[src/rtl/parking_pkg.sv]
// rtl/parking_pkg.sv - beam codes, directions and FSM encoding for the parking sensor generator
package parking_pkg;

  localparam logic [1:0] BEAM_IDLE = 2'b00;
  localparam logic [1:0] BEAM_A    = 2'b10;
  localparam logic [1:0] BEAM_AB   = 2'b11;
  localparam logic [1:0] BEAM_B    = 2'b01;

  localparam logic DIR_ENTER = 1'b0;
  localparam logic DIR_EXIT  = 1'b1;

  typedef enum logic [2:0] {
    ST_IDLE,
    ST_P1,
    ST_P2,
    ST_P3,
    ST_GAP
  } state_e;

  // Exit walks the enter pattern backwards, so P1/P3 swap with direction.
  function automatic logic [1:0] phase_code(input state_e st, input logic dir);
    logic [1:0] code;
    case (st)
      ST_P1:   code = (dir == DIR_EXIT) ? BEAM_B : BEAM_A;
      ST_P2:   code = BEAM_AB;
      ST_P3:   code = (dir == DIR_EXIT) ? BEAM_A : BEAM_B;
      default: code = BEAM_IDLE;
    endcase
    return code;
  endfunction

endpackage

[src/rtl/phase_timer.sv]
// rtl/phase_timer.sv - 8-bit loadable down-counter with zero flag for phase dwell timing
module phase_timer (
  input  logic       clk_i,
  input  logic       rst_i,
  input  logic       load_i,
  input  logic [7:0] load_val_i,
  output logic       zero_o
);

  logic [7:0] count_q;
  logic [7:0] count_d;

  always_comb begin
    count_d = count_q;
    if (load_i) begin
      count_d = load_val_i;
    end else if (count_q != 8'd0) begin
      count_d = count_q - 8'd1;
    end
  end

  always_ff @(posedge clk_i) begin
    if (rst_i) begin
      count_q <= 8'd0;
    end else begin
      count_q <= count_d;
    end
  end

  assign zero_o = (count_q == 8'd0);

endmodule

[src/rtl/parking_sensor_gen.sv]
// rtl/parking_sensor_gen.sv - two-beam car emulator driving enter/exit beam sequences
// Optional occupancy model and request rejection enabled by MODEL_CNT_EN.
module parking_sensor_gen
  import parking_pkg::*;
#(
  parameter int DWELL    = 4,
  parameter int GAP      = 2,
  parameter int CAPACITY = 7
) (
  input  logic       clk,
  input  logic       rst,
  input  logic       req_valid,
  input  logic       req_dir,
  output logic       req_ready,
  output logic [1:0] btn,
  output logic       busy,
  output logic       done,
  output logic       req_err,
  output logic [2:0] occ
);

  localparam logic [7:0] DWELL_LD = 8'(DWELL - 1);
  localparam logic [7:0] GAP_LD   = 8'(GAP - 1);

  if (DWELL < 1 || DWELL > 255 || GAP < 1 || GAP > 255 || CAPACITY < 1 || CAPACITY > 7)
  begin : g_param_err
    $error("parking_sensor_gen: DWELL/GAP must be 1..255 and CAPACITY 1..7");
  end

  state_e     state_q, state_d;
  logic       dir_q, dir_d;
  logic [1:0] btn_q, btn_d;
  logic       done_q, done_d;
  logic       tmr_load;
  logic [7:0] tmr_val;
  logic       tmr_zero;
  logic       req_legal;

  phase_timer u_timer (
    .clk_i      (clk),
    .rst_i      (rst),
    .load_i     (tmr_load),
    .load_val_i (tmr_val),
    .zero_o     (tmr_zero)
  );

  always_comb begin
    state_d  = state_q;
    dir_d    = dir_q;
    btn_d    = btn_q;
    done_d   = 1'b0;
    tmr_load = 1'b0;
    tmr_val  = DWELL_LD;
    case (state_q)
      ST_IDLE: begin
        btn_d = BEAM_IDLE;
        if (req_valid) begin
          dir_d = req_dir;
          if (req_legal) begin
            state_d  = ST_P1;
            btn_d    = phase_code(ST_P1, req_dir);
            tmr_load = 1'b1;
          end
        end
      end
      ST_P1: begin
        if (tmr_zero) begin
          state_d  = ST_P2;
          btn_d    = phase_code(ST_P2, dir_q);
          tmr_load = 1'b1;
        end
      end
      ST_P2: begin
        if (tmr_zero) begin
          state_d  = ST_P3;
          btn_d    = phase_code(ST_P3, dir_q);
          tmr_load = 1'b1;
        end
      end
      ST_P3: begin
        if (tmr_zero) begin
          state_d  = ST_GAP;
          btn_d    = BEAM_IDLE;
          tmr_load = 1'b1;
          tmr_val  = GAP_LD;
          done_d   = 1'b1;
        end
      end
      ST_GAP: begin
        if (tmr_zero) begin
          state_d = ST_IDLE;
        end
      end
      default: begin
        state_d = ST_IDLE;
        btn_d   = BEAM_IDLE;
      end
    endcase
  end

  always_ff @(posedge clk) begin
    if (rst) begin
      state_q <= ST_IDLE;
      dir_q   <= DIR_ENTER;
      btn_q   <= BEAM_IDLE;
      done_q  <= 1'b0;
    end else begin
      state_q <= state_d;
      dir_q   <= dir_d;
      btn_q   <= btn_d;
      done_q  <= done_d;
    end
  end

  assign btn       = btn_q;
  assign done      = done_q;
  assign req_ready = (state_q == ST_IDLE);
  assign busy      = (state_q != ST_IDLE);

`ifdef MODEL_CNT_EN
  localparam logic [2:0] CAP = 3'(CAPACITY);

  logic [2:0] occ_q, occ_d;
  logic       req_err_q, req_err_d;
  logic       accept;

  assign accept    = req_valid && (state_q == ST_IDLE);
  assign req_legal = (req_dir == DIR_ENTER) ? (occ_q != CAP) : (occ_q != 3'd0);

  // Legality was checked at accept, so the update below can never wrap.
  always_comb begin
    occ_d     = occ_q;
    req_err_d = accept && !req_legal;
    if (done_d) begin
      occ_d = (dir_q == DIR_EXIT) ? occ_q - 3'd1 : occ_q + 3'd1;
    end
  end

  always_ff @(posedge clk) begin
    if (rst) begin
      occ_q     <= 3'd0;
      req_err_q <= 1'b0;
    end else begin
      occ_q     <= occ_d;
      req_err_q <= req_err_d;
    end
  end

  assign occ     = occ_q;
  assign req_err = req_err_q;
`else
  assign req_legal = 1'b1;
  assign occ       = 3'd0;
  assign req_err   = 1'b0;
`endif

endmodule

[config.mk]
export PLATFORM = sky130hd
export DESIGN_NAME = parking_sensor_gen
export DESIGN_NICKNAME = d
export VERILOG_FILES = /design/src/rtl/parking_pkg.sv /design/src/rtl/phase_timer.sv /design/src/rtl/parking_sensor_gen.sv
export SDC_FILE = /design/constraint.sdc
export NUM_CORES = 1
export LEC_CHECK = 0
export BUFFER_PORTS_ARGS = -buffer_cell sky130_fd_sc_hd__buf_2
export CAP_MARGIN = 20
export CORE_MARGIN = 1
export CORE_UTILIZATION = 55
export CTS_CLUSTER_DIAMETER = 200
export DETAILED_ROUTE_END_ITERATION = 10
export PLACE_DENSITY = 0.79
export RECOVER_POWER = 50
export SYNTH_ARGS = -nofsm -noshare
export SYNTH_HDL_FRONTEND = slang
export SYNTH_SLANG_ARGS = --single-unit
[constraint.sdc]
create_clock -name clk -period 4.3 [get_ports clk]
set_clock_uncertainty 0.05 [all_clocks]
set_input_delay 0.645 -clock clk [delete_from_list [all_inputs] [get_ports clk]]
set_output_delay 0.645 -clock clk [all_outputs]
set_load 0.02 [all_outputs]
# After elaboration in Yosys (flattened, before gate mapping)
# Index checks and enable logic that the tools add are counted.
# word_totals
regBits	15
out_inout_bits	9
wordCells	47
# op_classes
add_sub_neg	1
eq_ne	9
n_mux	20
n_bitwise	2
reduce_logical	10
# op_table
cell	count
2-bit two-way mux	8
8-bit two-way mux	2
3-bit two-way mux	5
3-bit case mux with 5 select lines	1
2-bit != test, second input constant	5
2-bit case mux with 5 select lines	1
8-bit logical NOT	1
8-bit nonzero test	1
8-bit by 1-bit subtractor with 8-bit output, second input constant	1
3-bit by 2-bit equality test with 1-bit output, second input constant	2
5-bit AND reduction	1
4-bit AND reduction	1
3-bit by 1-bit equality test with 1-bit output, second input constant	1
3-bit equality test, second input constant	1
3-bit logical NOT	1
3-bit nonzero test	1
3-bit OR reduction	1
1-bit two-way mux	2
1-bit NOT	2
1-bit case mux with 2 select lines	1
2-bit AND reduction	1
2-bit nonzero test	1
2-bit OR reduction	1

# Logic depth before layout (Yosys ltp)
# Gate-level depths: netlist (run 1).
# depth
ltp_word	4
depth_mapped	6
mapped_depth_nobuf	6

# By module
# Synthesis (run 1) repeated with hierarchy kept, for this count alone.
# hier_totals
cells_unflattened	104
hier_area_um2	918.4
# modules_own_cells
mod	instances	cells_per_inst	area_each_um2	seq_area_each_um2
phase_timer	1	53	475.5	160.2
parking_sensor_gen	1	51	442.9	140.1

# Least setup slack after synthesis (run 1)
# Ideal clock, no wire load.
# synth_timing
kind	register to output
startpoint	register state_q[1]
endpoint	output busy
t_arrival_ns	1.369
setup_slack_ns	2.236
stages_incl_launch_ff	5
n_path_buf	1
path_cell_list	dfxtp_1 > buf_2 > or2_2 > nor2_1 > inv_1
# synth_via
elab_chain_cells	1
# synth_lines
element	line	text
from (decl)	parking_sensor_gen.sv:30	state_e state_q, state_d;
from (signal assigned)	parking_sensor_gen.sv:108	state_q <= state_d;
3-bit nonzero test	parking_sensor_gen.sv:118	assign busy = (state_q != ST_IDLE);
to (decl)	parking_sensor_gen.sv:16	output logic busy,
# Every way passes these cells.

# Final worst setup path (run 1)
# Same ends and word-level chain as after synthesis.

==> flow_metrics.tcl, run 1 <==
set metrics [dict create \
    fillers 121 \
    cts-root-buf "clkbuf_4" \
    max_freq_ghz 0.460 \
    p_comb_share_pct 60.9 \
    antenna_cells 0 \
    via_per_inst 6.02 \
    yosysWarnings 0 \
    syn2layout_area_growth_pct 5.21 \
    final_common_cell "dfxtp_1" \
    worstSetupPathType "reg -> out" \
    cp_cell_sequence "or2_2, nor2_1, inv_1, buf_2" \
    fin_tns_setup_ns 0 \
    clk_latency_ns 0.29 \
    startpoint_type "register" \
    fin_crit_sh_pct 50.5 \
    required_ns 3.61 \
    place_hpwl_um 1230 \
    slowest_delay_ns 0.38 \
    hp-class "reg -> reg" \
    clock_path_buffers 2 \
    final_nets 118 \
    final_util_pct 65.8 \
    p_total_mw 0.867 \
    fp-row-count 13 \
    cap_violations 0 \
    layout_common_cells "dfxtp_1 (15), nor2_1 (12), inv_1 (6), a21oi_1 (6)" \
    power_density_nw_per_um2 953 \
    min_period_ns 2.17 \
    power.internal_mw 0.455 \
    io_pins 13 \
    finalSetupViolations 0 \
    die_x_um 41.6 \
    ys.flop_type "dfxtp_1" \
    critPathSlowestCell "dfxtp_1" \
    power.share.clock_pct 9.6 \
    min_path_cells 1 \
    drt_first_iter_violations 12 \
    drc 0 \
    critPathBufInv 2 \
    cts.sinks 15 \
    synth_edf_count 0 \
    cts-hold-fix-buffers 0 \
    ir_drop_mv 0.577 \
    crit_fanout 8 \
    cp.arrival_ns 1.48 \
    slew_headroom_pct 55.5 \
    reg2regPathDepth 6 \
    synthesis.area_um2 865 \
    fp.dieH_um 41.6 \
    synthArstFlopShare_pct 0 \
    clkTransAtPathRegs_ns 0.10 \
    grt_pass1_vias 651 \
    start_util_pct 62.5 \
    rsz0062_at_grt "false" \
    dieArea_um2 1730 \
    htreeDepth 1 \
    finalWirelength_um 1650 \
    p_leak_nw 0.361 \
    gp_congestion 0.822 \
    cts_resized 0 \
    maxSlewViolCount 0 \
    synth_cell_types 39 \
    antenna_found_initial 0 \
    portBuffers 8 \
    grt_max_degree 10 \
    grtUsageTotal_pct 20.4 \
    cts_tree "done" \
    dr.pass1.iters 4 \
    switching_share_pct 47.5 \
    core_area_um2 1380 \
    ant_nets 0 \
    postCtsSetupRepairBufs 0 \
    cp_top_family "simple AND/OR/NAND/NOR gates" \
    grt_pass1_wl_um 2790 \
    finalHoldViolCount 0 \
    wl_per_cell_um 13.1 \
    synth.avg_cell_area_um2 8.39 \
    vias 758 \
    path_depth 4 \
    tightestPinTransition_ns 0.666 \
    endpoint_kind "output port" \
    pwr-share-seq_pct 29.5 \
    grt-ovfl-total 0 \
    status "finished clean" \
    synth_seq_area_share_pct 34.7 \
    numCtsBuffers 3 \
    ys_ff_latch 15 \
    netSwitchingPower_mw 0.412 \
    drive_above_1_share_pct 17.1 \
    netlist_instances 103 \
]
-- metrics by stage --
stage	std cells	instance area [µm²]	hold slack, ns	setup slack (ns)
after floorplan	106	876	0.417	2.24
after global placement	122	891	0.402	2.49
after detailed placement	122	891	0.401	2.46
after CTS	126	918	0.425	2.13
after global routing	126	910	0.448	2.06
final	126	910	0.424	2.13
-- power groups by stage --
stage          clock network (mW)  logic [mW]  registers [mW]
3_5_place_dp                    0       0.526           0.259
2_1_floorplan                   0       0.431           0.254
4_1_cts                    0.0839       0.530           0.255
5_1_grt                    0.0892       0.587           0.266
6_report                   0.0831       0.528           0.256
3_3_place_gp                    0       0.516           0.257
-- cell families (layout without fill, tap and decap cells) --
group,after synthesis,in the layout,share of synthesized area [%]
simple gates,42,42,29.8
compound gates,24,24,18.4
flops,15,15,34.7
buf+inv,13,18,7.67
xor+xnor,6,6,6.08
fa+ha+maj,2,2,2.89
other cells,1,4,0.434
-- final timing paths --
path                      startpoint      to  slack, ns
setup / recovery          state_q[1]    busy       2.13
hold reg to reg               btn[0]  btn[0]       0.42
hold / removal                btn[0]  btn[0]       0.42
setup reg to reg  u_timer.count_q[0]  btn[0]       2.36
-- metal layers --
layer	track usage, %	vias to the layer above	routed length (µm)
met1	28.4	355	817
met2	31.3	23	730
met3	3.91	4	76
met4	7.74	0	24
li1	-	376	-
met5	0	-	0
-- layout make-up --
type | count | area (µm²) | area share, %
multi-input cells | 78 | 504 | 55.4
flip-flops and latches | 15 | 300 | 33.0
repair buffers | 8 | 36.3 | 3.99
clock buffers | 3 | 22.5 | 2.48
inverters | 6 | 22.5 | 2.48
well taps | 15 | 18.8 | 2.06
clock inverters | 1 | 5.00 | 0.550
-- state kept, by name, summed over array words and instances, names as in the netlist --
name and cells:
u_timer.count_q 8, state_q 3, btn 2, dir_q 1, done 1
-- synth_stat cells, types with 2 or more instances --
library cell | n | area share (%)
buf_2 | 2 | 1.2
inv_1 | 6 | 2.6
o21ai_0 | 4 | 2.3
nand3_1 | 5 | 2.9
nand2_1 | 5 | 2.2
a32o_1 | 2 | 2.3
or2_2 | 3 | 2.2
a211oi_1 | 2 | 1.7
or3b_2 | 3 | 3.0
o22ai_1 | 3 | 2.2
nand2b_1 | 2 | 1.4
a21oi_1 | 6 | 3.5
dfxtp_1 | 15 | 35
xnor2_1 | 4 | 4.1
ha_1 | 2 | 2.9
xor2_1 | 2 | 2.0
buf_4 | 4 | 3.5
nor2_1 | 12 | 5.2
(Power assumes the default switching activity.)
==> run 2, diff against run 1 <==
--- a/config.mk
+++ b/config.mk
@@ -8,10 +8,10 @@
 export BUFFER_PORTS_ARGS = -buffer_cell sky130_fd_sc_hd__buf_2
 export CAP_MARGIN = 20
 export CORE_MARGIN = 1
-export CORE_UTILIZATION = 55
+export CORE_UTILIZATION = 49
 export CTS_CLUSTER_DIAMETER = 200
 export DETAILED_ROUTE_END_ITERATION = 10
-export PLACE_DENSITY = 0.79
+export PLACE_DENSITY = 0.75
 export RECOVER_POWER = 50
 export SYNTH_ARGS = -nofsm -noshare
 export SYNTH_HDL_FRONTEND = slang
==> constraint.sdc (replaced) <==
create_clock -name clk -period 1.96 [get_ports clk]
set_clock_uncertainty 0.05 [all_clocks]
set_input_delay 0.294 -clock clk [delete_from_list [all_inputs] [get_ports clk]]
set_output_delay 0.294 -clock clk [all_outputs]
set_load 0.02 [all_outputs]
==> run 2 against run 1 <==
Sequential cell count is the same. Critical path type is now reg -> reg. Total power up 120%. Clock power rose by 110%. Via count fell by 3.6%. Non-clock buffer count did not move. Cell count up 0.79%. Die area up 12%. Sequential power is 120% higher. Global-route usage down 1.1 points. Critical path depth is 2 higher. Cell area grew 0.55%.
==> flow_metrics.tcl, run 2 (synthesized netlist as in run 1, its figures left out) <==
set metrics [dict create \
    min_period_ns 1.85 \
    die_x_um 44.0 \
    fp.dieH_um 44.0 \
    crit_fanout 5 \
    max_freq_ghz 0.541 \
    antenna_found_initial 0 \
    grtUsageTotal_pct 19.4 \
    grt_max_degree 10 \
    clk_latency_ns 0.28 \
    vias 731 \
    hp-class "in -> reg" \
    antenna_cells 0 \
    via_per_inst 5.76 \
    netSwitchingPower_mw 0.893 \
    power_density_nw_per_um2 2080 \
    start_util_pct 54.8 \
    place_hpwl_um 1230 \
    finalSetupViolations 0 \
    grt_pass1_vias 666 \
    cp_cell_sequence "inv_1, ha_1, or3b_2, nor2_1, a31oi_1, a21boi_0" \
    cap_violations 0 \
    switching_share_pct 47.0 \
    grt_pass1_wl_um 2790 \
    cts.sinks 15 \
    startpoint_type "register" \
    final_nets 118 \
    fin_tns_setup_ns 0 \
    final_util_pct 58.0 \
    gp_congestion 0.831 \
    wl_per_cell_um 13.1 \
    core_area_um2 1580 \
    ant_nets 0 \
    fp-row-count 14 \
    clock_path_buffers 2 \
    htreeDepth 1 \
    layout_common_cells "dfxtp_1 (15), nor2_1 (12), inv_1 (6), a21oi_1 (6)" \
    numCtsBuffers 3 \
    cts_tree "done" \
    postCtsSetupRepairBufs 0 \
    power.share.clock_pct 9.3 \
    cts-root-buf "clkbuf_4" \
    ir_drop_mv 1.20 \
    pwr-share-seq_pct 29.8 \
    p_leak_nw 0.362 \
    power.internal_mw 1.01 \
    drive_above_1_share_pct 17.1 \
    status "finished clean" \
    largest_register "u_timer.count_q" \
    required_ns 2.11 \
    io_pins 13 \
    dieArea_um2 1940 \
    p_comb_share_pct 60.9 \
    critPathSlowestCell "or3b_2" \
    finalWirelength_um 1670 \
    largest_reg_flops 8 \
    cts-hold-fix-buffers 0 \
    dr.pass1.iters 4 \
    final_common_cell "dfxtp_1" \
    cts_resized 0 \
    slowest_delay_ns 0.49 \
    worstSetupPathType "reg -> reg" \
    endpoint_kind "register" \
    drt_first_iter_violations 16 \
    portBuffers 8 \
    finalHoldViolCount 0 \
    drc 0 \
    clkTransAtPathRegs_ns 0.09 \
    maxSlewViolCount 0 \
    grt-ovfl-total 0 \
    rsz0062_at_grt "false" \
    fin_crit_sh_pct 94.2 \
    syn2layout_area_growth_pct 5.79 \
    cp.arrival_ns 2.00 \
]
run 2: changes by cell type in the layout (fill, tap and decap cells not counted), sizes merged:
cell and change:
clkbuf +1, clkinv -1
run 2: layout make-up:
class | count | area [µm²]
Inverter | 6 | 22.5
Sequential cell | 15 | 300
Multi-Input combinational cell | 78 | 509
Fill cell | 145 | 662
Clock buffer | 4 | 26.3
Timing Repair Buffer | 8 | 36.3
Tap cell | 16 | 20.0
run 2: worst paths after layout:
check / from / slack (ns) / depth (start not counted) / endpoint
max: u_timer.count_q[0] / 0.11 / 6 / state_q[0]
min: rst / 0.22 / 2 / dir_q
max reg2reg: u_timer.count_q[0] / 0.11 / 6 / state_q[0]
min reg2reg: btn[0] / 0.43 / 1 / btn[0]
run 2: through the flow:
step	power [mW]	hold slack, ns	instance area [µm²]	cells	setup WS [ns]
6_report	1.90	0.225	915	127	0.113
5_1_grt	2.06	0.229	915	127	0.0101
4_1_cts	1.91	0.217	918	127	0.127
3_5_place_dp	1.71	0.409	892	123	0.177
3_3_place_gp	1.70	0.396	892	123	0.207
2_1_floorplan	1.50	0.392	876	106	0.247
run 2: power by group through the flow:
stage | combinational, mW | clock (mW) | sequential [mW]
3_3_place_gp | 1.13 | 0 | 0.565
5_1_grt | 1.28 | 0.197 | 0.588
4_1_cts | 1.16 | 0.187 | 0.563
2_1_floorplan | 0.945 | 0 | 0.557
3_5_place_dp | 1.15 | 0 | 0.569
6_report | 1.16 | 0.177 | 0.567
run 2: worst max-delay path, delay by kind of cell, from the launching register on:
| kind | cells | cell delay, ns |
|---|---|---|
| buf+inv | 1 | 0.10 |
| simple gates | 2 | 0.72 |
| compound gates | 2 | 0.35 |
| flops | 1 | 0.32 |
| fa+ha+maj | 1 | 0.22 |
run 2: routing by layer:
metal  up-vias  track usage (%)  part of all wire (%)
met5         -                0                     0
met4         0             6.06                  0.78
met3         2             6.67                   4.8
met2        20             29.7                    48
met1       332             25.6                    47
li1        377                -                     -
